<file path="src/rtl/alu_cmd_ctrl_if.sv">
// Signal bundle between alu_cmd_ctrl (master) and its UART RX/TX paths and the ALU (slave).
interface alu_cmd_ctrl_if #(parameter int DATA_WIDTH = 8);
  logic [DATA_WIDTH-1:0]   RX_P_DATA;
  logic                    RX_D_VLD;
  logic [DATA_WIDTH-1:0]   ALU_A;
  logic [DATA_WIDTH-1:0]   ALU_B;
  logic [3:0]              ALU_FUN;
  logic                    ALU_EN;
  logic                    CLK_GATE_EN;
  logic [2*DATA_WIDTH-1:0] ALU_OUT;
  logic                    ALU_OUT_VALID;
  logic [DATA_WIDTH-1:0]   TX_P_DATA;
  logic                    TX_D_VLD;
  logic                    TX_BUSY;
  logic                    FRAME_ERR;

  modport master (
    input  RX_P_DATA, RX_D_VLD, ALU_OUT, ALU_OUT_VALID, TX_BUSY,
    output ALU_A, ALU_B, ALU_FUN, ALU_EN, CLK_GATE_EN, TX_P_DATA, TX_D_VLD, FRAME_ERR
  );

  modport slave (
    output RX_P_DATA, RX_D_VLD, ALU_OUT, ALU_OUT_VALID, TX_BUSY,
    input  ALU_A, ALU_B, ALU_FUN, ALU_EN, CLK_GATE_EN, TX_P_DATA, TX_D_VLD, FRAME_ERR
  );
endinterface

</file>
<file path="src/rtl/alu_cmd_ctrl.sv">
// Parses UART command frames, drives the ALU and returns its 16-bit result LSB-first.
// Optional inter-byte timeout is enabled with `define CMD_TIMEOUT_EN.
module alu_cmd_ctrl #(
  parameter int                    DATA_WIDTH  = 8,
  parameter logic [DATA_WIDTH-1:0] CMD_ALU_OP  = 8'hCC,
  parameter logic [DATA_WIDTH-1:0] CMD_ALU_NOP = 8'hDD
`ifdef CMD_TIMEOUT_EN
  , parameter int                  TIMEOUT_CYCLES = 1024
`endif
) (
  input  logic                CLK,
  input  logic                RST,
  alu_cmd_ctrl_if.master      bus
);

  typedef enum logic [3:0] {
    IDLE, GET_A, GET_B, GET_FUN, ALU_REQ, ALU_WAIT,
    TX_LSB, TX_LSB_ACK, TX_MSB, TX_MSB_ACK
  } state_t;

  state_t                  r_state;
  logic [DATA_WIDTH-1:0]   r_alu_a;
  logic [DATA_WIDTH-1:0]   r_alu_b;
  logic [3:0]              r_alu_fun;
  logic                    r_alu_en;
  logic                    r_frame_err;
  logic [2*DATA_WIDTH-1:0] r_result;
  logic [DATA_WIDTH-1:0]   r_tx_last;

  logic                    w_tx_vld;
  logic [DATA_WIDTH-1:0]   w_tx_byte;

`ifdef CMD_TIMEOUT_EN
  localparam int CNT_W = (TIMEOUT_CYCLES > 2) ? $clog2(TIMEOUT_CYCLES) : 1;
  localparam logic [CNT_W-1:0] TMO_MAX = CNT_W'(TIMEOUT_CYCLES - 1);
  logic [CNT_W-1:0]        r_tmo_cnt;
`endif

  // Strobe is decoded from state and TX_BUSY so the first byte leaves 3 cycles after the last RX byte.
  assign w_tx_vld  = ((r_state == TX_LSB) || (r_state == TX_MSB)) && !bus.TX_BUSY;
  assign w_tx_byte = (r_state == TX_MSB) ? r_result[2*DATA_WIDTH-1:DATA_WIDTH]
                                         : r_result[DATA_WIDTH-1:0];

  assign bus.ALU_A       = r_alu_a;
  assign bus.ALU_B       = r_alu_b;
  assign bus.ALU_FUN     = r_alu_fun;
  assign bus.ALU_EN      = r_alu_en;
  assign bus.CLK_GATE_EN = (r_state == ALU_REQ) || (r_state == ALU_WAIT);
  assign bus.TX_D_VLD    = w_tx_vld;
  assign bus.TX_P_DATA   = w_tx_vld ? w_tx_byte : r_tx_last;
  assign bus.FRAME_ERR   = r_frame_err;

  always_ff @(posedge CLK or negedge RST) begin
    if (!RST) begin
      r_state     <= IDLE;
      r_alu_a     <= '0;
      r_alu_b     <= '0;
      r_alu_fun   <= '0;
      r_alu_en    <= 1'b0;
      r_frame_err <= 1'b0;
      r_result    <= '0;
      r_tx_last   <= '0;
`ifdef CMD_TIMEOUT_EN
      r_tmo_cnt   <= '0;
`endif
    end else begin
      r_alu_en    <= 1'b0;
      r_frame_err <= 1'b0;
      case (r_state)
        IDLE: if (bus.RX_D_VLD) begin
          if (bus.RX_P_DATA == CMD_ALU_OP)       r_state <= GET_A;
          else if (bus.RX_P_DATA == CMD_ALU_NOP) r_state <= GET_FUN;
          else                                   r_frame_err <= 1'b1;
        end
        GET_A: if (bus.RX_D_VLD) begin
          r_alu_a <= bus.RX_P_DATA;
          r_state <= GET_B;
        end
        GET_B: if (bus.RX_D_VLD) begin
          r_alu_b <= bus.RX_P_DATA;
          r_state <= GET_FUN;
        end
        GET_FUN: if (bus.RX_D_VLD) begin
          r_alu_fun <= bus.RX_P_DATA[3:0];
          r_alu_en  <= 1'b1;
          r_state   <= ALU_REQ;
        end
        ALU_REQ: r_state <= ALU_WAIT;
        ALU_WAIT: if (bus.ALU_OUT_VALID) begin
          r_result <= bus.ALU_OUT;
          r_state  <= TX_LSB;
        end
        TX_LSB: if (w_tx_vld) begin
          r_tx_last <= w_tx_byte;
          r_state   <= TX_LSB_ACK;
        end
        TX_LSB_ACK: if (bus.TX_BUSY) r_state <= TX_MSB;
        TX_MSB: if (w_tx_vld) begin
          r_tx_last <= w_tx_byte;
          r_state   <= TX_MSB_ACK;
        end
        TX_MSB_ACK: if (bus.TX_BUSY) r_state <= IDLE;
        default: r_state <= IDLE;
      endcase
`ifdef CMD_TIMEOUT_EN
      // Abandon a stalled frame; operand registers keep whatever was already loaded.
      if ((r_state inside {GET_A, GET_B, GET_FUN}) && !bus.RX_D_VLD) begin
        if (r_tmo_cnt == TMO_MAX) begin
          r_state     <= IDLE;
          r_frame_err <= 1'b1;
          r_tmo_cnt   <= '0;
        end else begin
          r_tmo_cnt <= r_tmo_cnt + 1'b1;
        end
      end else begin
        r_tmo_cnt <= '0;
      end
`endif
    end
  end

endmodule

</file>
<file path="src/flat_wrapper.sv">
// flat-port wrapper written by rule: the top's interface ports become plain ports
module alu_cmd_ctrl_flat 
#(
  parameter int                    DATA_WIDTH  = 8,
  parameter logic [DATA_WIDTH-1:0] CMD_ALU_OP  = 8'hCC,
  parameter logic [DATA_WIDTH-1:0] CMD_ALU_NOP = 8'hDD

)
  (CLK, RST, bus_RX_P_DATA, bus_RX_D_VLD, bus_ALU_OUT, bus_ALU_OUT_VALID, bus_TX_BUSY, bus_ALU_A, bus_ALU_B, bus_ALU_FUN, bus_ALU_EN, bus_CLK_GATE_EN, bus_TX_P_DATA, bus_TX_D_VLD, bus_FRAME_ERR);
  alu_cmd_ctrl_if #(.DATA_WIDTH(DATA_WIDTH)) bus_i ();
  input  logic CLK;
  input  logic RST;
  input wire logic [$bits(bus_i.RX_P_DATA)-1:0] bus_RX_P_DATA;
  input wire logic [$bits(bus_i.RX_D_VLD)-1:0] bus_RX_D_VLD;
  input wire logic [$bits(bus_i.ALU_OUT)-1:0] bus_ALU_OUT;
  input wire logic [$bits(bus_i.ALU_OUT_VALID)-1:0] bus_ALU_OUT_VALID;
  input wire logic [$bits(bus_i.TX_BUSY)-1:0] bus_TX_BUSY;
  output wire logic [$bits(bus_i.ALU_A)-1:0] bus_ALU_A;
  output wire logic [$bits(bus_i.ALU_B)-1:0] bus_ALU_B;
  output wire logic [$bits(bus_i.ALU_FUN)-1:0] bus_ALU_FUN;
  output wire logic [$bits(bus_i.ALU_EN)-1:0] bus_ALU_EN;
  output wire logic [$bits(bus_i.CLK_GATE_EN)-1:0] bus_CLK_GATE_EN;
  output wire logic [$bits(bus_i.TX_P_DATA)-1:0] bus_TX_P_DATA;
  output wire logic [$bits(bus_i.TX_D_VLD)-1:0] bus_TX_D_VLD;
  output wire logic [$bits(bus_i.FRAME_ERR)-1:0] bus_FRAME_ERR;
  assign bus_i.RX_P_DATA = bus_RX_P_DATA;
  assign bus_i.RX_D_VLD = bus_RX_D_VLD;
  assign bus_i.ALU_OUT = bus_ALU_OUT;
  assign bus_i.ALU_OUT_VALID = bus_ALU_OUT_VALID;
  assign bus_i.TX_BUSY = bus_TX_BUSY;
  assign bus_ALU_A = bus_i.ALU_A;
  assign bus_ALU_B = bus_i.ALU_B;
  assign bus_ALU_FUN = bus_i.ALU_FUN;
  assign bus_ALU_EN = bus_i.ALU_EN;
  assign bus_CLK_GATE_EN = bus_i.CLK_GATE_EN;
  assign bus_TX_P_DATA = bus_i.TX_P_DATA;
  assign bus_TX_D_VLD = bus_i.TX_D_VLD;
  assign bus_FRAME_ERR = bus_i.FRAME_ERR;
  alu_cmd_ctrl #(.DATA_WIDTH(DATA_WIDTH), .CMD_ALU_OP(CMD_ALU_OP), .CMD_ALU_NOP(CMD_ALU_NOP)) u_core (.CLK(CLK), .RST(RST), .bus(bus_i));
endmodule
</file>
<file path="config.mk">
export PLATFORM = sky130hd
export DESIGN_NAME = alu_cmd_ctrl_flat
export DESIGN_NICKNAME = d
export VERILOG_FILES = /design/src/rtl/alu_cmd_ctrl_if.sv /design/src/rtl/alu_cmd_ctrl.sv /design/src/flat_wrapper.sv
export SDC_FILE = /design/constraint.sdc
export NUM_CORES = 1
export LEC_CHECK = 0
export BUFFER_PORTS_ARGS = -buffer_cell sky130_fd_sc_hd__clkbuf_2
export CORE_ASPECT_RATIO = 0.9
export CORE_MARGIN = 10
export CORE_UTILIZATION = 35
export DETAILED_ROUTE_END_ITERATION = 10
export PLACE_DENSITY_LB_ADDON = 0.05
export SETUP_SLACK_MARGIN = 0.02
export SYNTH_ARGS = -nofsm -noshare
export SYNTH_HDL_FRONTEND = slang
export SYNTH_SLANG_ARGS = --single-unit
</file>
<file path="constraint.sdc">
create_clock -name CLK -period 1.73 [get_ports CLK]
set_input_delay 0.346 -clock CLK [delete_from_list [all_inputs] [get_ports CLK]]
set_output_delay 0.346 -clock CLK [all_outputs]
set_load 0.05 [all_outputs]
</file>
==> results of run 1 <==
==> layout make-up <==
type                       instances  area [um^2]  share of cell area
timing repair buffer              93        857.1              0.2417
multi-input combinational        108         1216              0.3430
clock buffer                       6        82.58             0.02329
clock inverter                     2        16.27            0.004587
sequential                        50         1254              0.3536
inverter                           2        11.26            0.003176
tap                               87        108.9             0.03070
==> per-layer routing <==
layer / track usage / wire (um)
met5: 0 / 0
met4: 0.02662 / 64
met3: 0.03844 / 329
met2: 0.1893 / 2935
met1: 0.1360 / 2615
==> worst max path at each step <==
stage / from / endpoint / slack, ns
finish: u_core.r_state[2]$_DFFE_PN0P_ / bus_TX_P_DATA[1] / -0.47
global route: u_core.r_state[2]$_DFFE_PN0P_ / bus_TX_P_DATA[1] / -0.56
floorplan: u_core.r_state[0]$_DFFE_PN0P_ / bus_TX_P_DATA[0] / -0.09
global placement: u_core.r_state[1]$_DFFE_PN0P_ / bus_TX_P_DATA[1] / -0.14
CTS: u_core.r_state[2]$_DFFE_PN0P_ / bus_TX_P_DATA[1] / -0.48
detailed placement: u_core.r_state[1]$_DFFE_PN0P_ / bus_TX_P_DATA[1] / -0.18
==> synth_stat cells (2+ instances only) <==
cell type	count	area share
and2_1	2	0.0057
nand2_1	10	0.017
nor2_1	2	0.0034
or2_2	2	0.0057
mux2_2	36	0.18
nor2b_1	2	0.0057
a21oi_1	4	0.0091
dfrtp_1	50	0.57
inv_1	2	0.0034
o21ai_1	2	0.0045
buf_2	4	0.0091
buf_4	2	0.0068
mux2i_1	8	0.036
xor2_1	2	0.0079
o21ai_0	16	0.036
nor3_1	2	0.0045
nor3b_1	3	0.010
==> power by group <==
part	total, mW	internal, mW	switching, mW
logic	4.87	2.21	2.66
clock network	0.723	0.330	0.393
registers	2.14	1.74	0.402
==> per-stage QoR <==
| step | std cells | hold slack (ns) | utilization | instance area (um^2) | setup TNS (ns) |
|---|---|---|---|---|---|
| finish | 348 | 0.02515 | 0.5799 | 3546 | -8.976 |
| global placement | 324 | 0.3515 | 0.5028 | 3074 | -1.076 |
| detailed placement | 324 | 0.3740 | 0.5028 | 3074 | -1.292 |
| floorplan | 169 | 0.05041 | - | 2457 | -0.7305 |
| global route | 348 | 0.04125 | 0.5799 | 3546 | -11.84 |
| CTS | 339 | 0.03780 | 0.5459 | 3338 | -4.478 |
==> what timing repair did <==
action / in CTS / in global routing
setup endpoints to repair: 16 / 35
gates cloned: 2 / 1
pin swaps: 13 / 10
buffers inserted: 5 / 8
gates resized for setup: 18 / 29
==> registers in the layout, summed over array words and instances (netlist names) <==
signal / cells
u_core.r_tx_last: 8
u_core.r_state: 4
u_core.bus.ALU_B: 8
u_core.bus.ALU_EN: 1
u_core.bus.ALU_A: 8
u_core.bus.FRAME_ERR: 1
u_core.r_result: 16
u_core.bus.ALU_FUN: 4
==> cell families (layout without fill, tap and decap cells) <==
group | count (synthesis) | count (layout)
AO/OA/AOI/OAI | 28 | 28
XOR/XNOR | 3 | 3
buffers and inverters | 11 | 103
flip-flops | 50 | 50
multiplexers | 45 | 45
AND/OR/NAND/NOR | 32 | 32
==> results.md, run 1 <==
* Proportion of layout cells with a drive suffix above 1 at 0.6705
* Core Rows at 27
* Post-DR wirelength/cell at 17.08 um
* Number of synthesized flops with an enable pin at 0
* Worst R2R Setup Slack at -0.31 ns
* Initial antenna violation count at 0
* Max clock buf depth at 2
* Status: finished with violations
* Avg Vias per Cell at 4.747
* Root Buffer: clkbuf_8
* Final worst slack at -0.4666 ns
* Global Route Usage Sum at 0.1119
* DP Wirelength at 4146 um
* Synth-to-Final Area Change at 60.57%
* Largest stage delay on the critical path at 0.45 ns
* Vias at 1652
* Worst setup EP type: primary output
* Mean Syn Cell Area at 13.07 um^2
* Adder-Cell Fraction of Synth Area at 0
* Clock insertion delay at the later pin of the skew report at 0.30 ns
* Hold Fails Final Rpt at 0
* Synthesized net count at 198
* Finish-stage setup viols at 51
* Worst Path Required at 1.38 ns
* Most frequent cells in the layout: clkbuf_2 (50), dfrtp_1 (48), mux2_2 (28)
* Pwr/cell area at 2180 nW/um^2
* Clock buffer count from CTS at 5
* # Max-Cap Violations at 0
* Crit path DAT at 1.85 ns
* # fillers at 495
* Critical path buffer and inverter count at 2
* YS warnings at 0
* Max-slew headroom at 0.8048
* DRC at 0
* Syn Inst Count at 169
* Final ANT Viol Nets at 0
* Max-slew violations at 0
* Fin crit share at 1.270
* CTS tree: done
* Initial DRT Pass Iterations at 4
* CP Cell Sequence: nor3_4 -> and2_4 -> buf_12 -> mux2i_4 -> o21ai_4 -> buf_12
* Io pins at 61
* Overflow after GRT at 0
* Slowest library cell on the worst path: dfrtp_2
* Mux contribution to synthesized area at 0.2266
* Post-Route WL at 5945 um
* R2R depth at 8
* Hold WC Path Type: input pin to asynchronous set/reset pin
* Levels on crit path at 6
* Port Buffer Count at 60
* Commonest non-fill, non-tap cell in the layout: clkbuf_2
* Fmax at 0.4553 GHz
* Clock skew at 0.006280 ns
* Yosys reg bits at 50
* Maximum fanout along the worst path at 6
* Worst r2r src: u_core.r_state[2]$_DFFE_PN0P_
* Clk slew on worst S/H paths at 0.09 ns
* Starting density of the core at 0.3612
* Core area at 6115 um^2
* WS Path Type: flip-flop to primary output
* CP startpoint kind: flip-flop
* Largest net degree at the start of global routing at 51
* Leakage Power at 1.619 nW
* Total power at 7.729 mW
* VDD IR max at 0.001006 V
* Largest family of logic cells by synthesized area: multiplexers
* Primary FF master, synth: dfrtp_1
* Area share of xor/xnor cells in the synthesized design at 0.01190
* Iter 0 DRT Violations at 45
* Die width at 103.7 um
* Vias in the first global route at 1778
* Top delay family on crit path: flip-flops
* Clk sink count at 50
* RSZ-0062 raised after global routing: yes
* H-tree levels at 2
* Die footprint at 9891 um^2
* Minimum clock period at 2.197 ns
* First-pass GRT wire length at 8901 um
* Yosys cell types at 37
* Compound-Gate Fraction of Synth Area at 0.07535
* Area share of and/or/nand/nor cells after synthesis at 0.09122
* Die Ht at 95.36 um
* Worst Tran Pin Value at 0.2941 ns
* Sequential share of the synthesized area at 0.5666
* Dpl ws at -0.1768 ns
* Asr flop ratio synth at 1.000
* Failing checks: setup timing
* Reg2reg end: u_core.r_state[0]$_DFFE_PN0P_
* Synthesized area at 2208 um^2
* Last weighted congestion value of the routability-driven placer at 0.9570
* Cell mode on critical path: buf_12
* N_diodes at 0
* Hold-fix buffers, CTS at 0
* Nets at 289
Note: power is estimated with default switching activity, not from simulation.
==> run 2, diff against run 1 <==
--- a/config.mk
+++ b/config.mk
@@ -8,7 +8,7 @@
 export BUFFER_PORTS_ARGS = -buffer_cell sky130_fd_sc_hd__clkbuf_2
 export CORE_ASPECT_RATIO = 0.9
 export CORE_MARGIN = 10
-export CORE_UTILIZATION = 35
+export CORE_UTILIZATION = 46
 export DETAILED_ROUTE_END_ITERATION = 10
 export PLACE_DENSITY_LB_ADDON = 0.05
 export SETUP_SLACK_MARGIN = 0.02
==> run 2 against run 1 <==
Compared with the run above: the flow still finishes with violations (setup timing); largest cell class unchanged; first-iteration DRC count increased by 42%; wire length decreased by 6.2%; largest power group unchanged; global-route usage increased by 3.5 points; die area decreased by 19%; clock power about the same; clock skew about the same; maximum frequency increased by 2.6%; critical path depth decreased by 1; sequential share of layout area increased by 2.3 points; flip-flop and latch count unchanged; critical endpoint is now bus_TX_P_DATA[7]; non-clock buffer count decreased by 7; critical path type unchanged.
==> results.md, run 2 (synthesized netlist as in run 1, its figures left out) <==
* CP startpoint kind: flip-flop
* Core area at 4547 um^2
* Last weighted congestion value of the routability-driven placer at 0.8875
* Critical path buffer and inverter count at 2
* Max clock buf depth at 2
* Met1 usage at 0.1843
* RSZ-0062 raised after global routing: yes
* Iter 0 DRT Violations at 64
* Initial DRT Pass Iterations at 4
* Die footprint at 7976 um^2
* Proportion of layout cells with a drive suffix above 1 at 0.6575
* Core Rows at 23
* Clk sink count at 50
* Minimum clock period at 2.141 ns
* First-pass GRT wire length at 9480 um
* Top delay family on crit path: flip-flops
* Crit path DAT at 1.80 ns
* CP Cell Sequence: nor3b_2 -> o21ai_2 -> bufbuf_16 -> o21ai_4 -> buf_12
* Hold Fails Final Rpt at 0
* Dpl ws at -0.1676 ns
* Met3 Resource Use GR at 0.04268
* Most frequent cells in the layout: clkbuf_2 (50), dfrtp_1 (48), mux2_2 (33)
* Largest net degree at the start of global routing at 51
* Worst Tran Pin Value at 0.3165 ns
* VDD IR max at 0.001337 V
* Avg Vias per Cell at 5.085
* Largest register by flop count: u_core.r_result
* Worst setup EP type: primary output
* Fmax at 0.4670 GHz
* DP Area at 2985 um^2
* Io pins at 61
* Vias in the first global route at 1835
* Status: finished with violations
* Die width at 93.04 um
* Starting density of the core at 0.4857
* H-tree levels at 2
* Clock buffer count from CTS at 5
* Slowest library cell on the worst path: dfrtp_2
* Fin crit share at 1.238
* DP Wirelength at 4094 um
* WS Path Type: flip-flop to primary output
* Max reg flops at 16
* M2 GR Usage at 0.2400
* # Max-Cap Violations at 0
* Initial antenna violation count at 0
* CTS tree: done
* Overflow after GRT at 0
* Root Buffer: clkbuf_8
* Post-DR wirelength/cell at 17.65 um
* Clock insertion delay at the later pin of the skew report at 0.30 ns
* Final worst slack at -0.4114 ns
* Hold WC Path Type: input pin to asynchronous set/reset pin
* Max-slew headroom at 0.7861
* Global Route Usage Sum at 0.1471
* Failing checks: setup timing
* Leakage Power at 1.510 nW
* Clk slew on worst S/H paths at 0.09 ns
* Vias at 1607
* Final ANT Viol Nets at 0
* Synth-to-Final Area Change at 50.59%
* Clock skew at 0.006220 ns
* Pwr/cell area at 2219 nW/um^2
* Finish-stage setup viols at 23
* GRT busiest layer: met2
* Fin area at 3326 um^2
* Worst Path Required at 1.38 ns
* N_diodes at 0
* DRC at 0
* Die Ht at 85.73 um
* Post-Route WL at 5576 um
* Nets at 282
* # fillers at 323
* Port Buffer Count at 60
* Commonest non-fill, non-tap cell in the layout: clkbuf_2
* Max-slew violations at 0
* Maximum fanout along the worst path at 12
* Largest stage delay on the critical path at 0.45 ns
run 2: cell type report:
| type | instances | area, um^2 | share of cell area |
|---|---|---|---|
| timing repair buffer | 86 | 725.7 | 0.2182 |
| clock buffer | 6 | 82.58 | 0.02483 |
| tap | 62 | 77.57 | 0.02333 |
| inverter | 2 | 11.26 | 0.003386 |
| multi-input combinational | 108 | 1159 | 0.3484 |
| clock inverter | 2 | 16.27 | 0.004891 |
| sequential | 50 | 1254 | 0.3770 |
run 2: metrics by stage:
step	instances	setup TNS [ns]	total power, mW	hold slack [ns]	utilization
floorplan	169	-0.7305	5.066	0.05041	-
global placement	295	-0.9981	6.120	0.3472	0.6566
detailed placement	295	-1.398	6.254	0.3595	0.6566
CTS	310	-3.541	7.173	0.02970	0.7086
finish	316	-4.155	7.379	0.01978	0.7314
global route	316	-6.060	7.779	0.02980	0.7314
run 2: final timing paths:
| kind | cells after the start | end | from | slack [ns] |
|---|---|---|---|---|
| worst max register to register | 6 | u_core.r_state[0]$_DFFE_PN0P_ | u_core.r_state[2]$_DFFE_PN0P_ | -0.23 |
| max in group asynchronous | 2 | u_core.r_state[2]$_DFFE_PN0P_ | RST | 1.48 |
| worst min register to register | 1 | u_core.bus.ALU_A[4]$_DFFE_PN0P_ | u_core.bus.ALU_A[4]$_DFFE_PN0P_ | 0.52 |
| worst min-delay path | 2 | u_core.r_tx_last[3]$_DFFE_PN0N_ | RST | 0.02 |
| worst max-delay path | 5 | bus_TX_P_DATA[7] | u_core.r_state[2]$_DFFE_PN0P_ | -0.41 |
| min in group CLK | 2 | u_core.r_result[15]$_DFFE_PN0P_ | bus_ALU_OUT[15] | 0.27 |
run 2: what timing repair did:
item                       CTS  global route
setup endpoints to repair   12            35
pin swaps                   12             5
setup buffers                7             6
resized for setup           13            15
hold buffers                 0             0
cloned                       1             0
run 2: per-layer routing:
layer / wire, um / share of wire
met1: 2445 / 0.44
met2: 2784 / 0.50
met3: 283 / 0.051
met4: 62 / 0.011
met5: 0 / 0
run 2: power breakdown:
part           switching, mW  internal [mW]  leakage (nW)
Combinational           2.54           1.94         0.852
Clock                  0.391          0.329        0.0478
Sequential             0.436           1.74         0.611
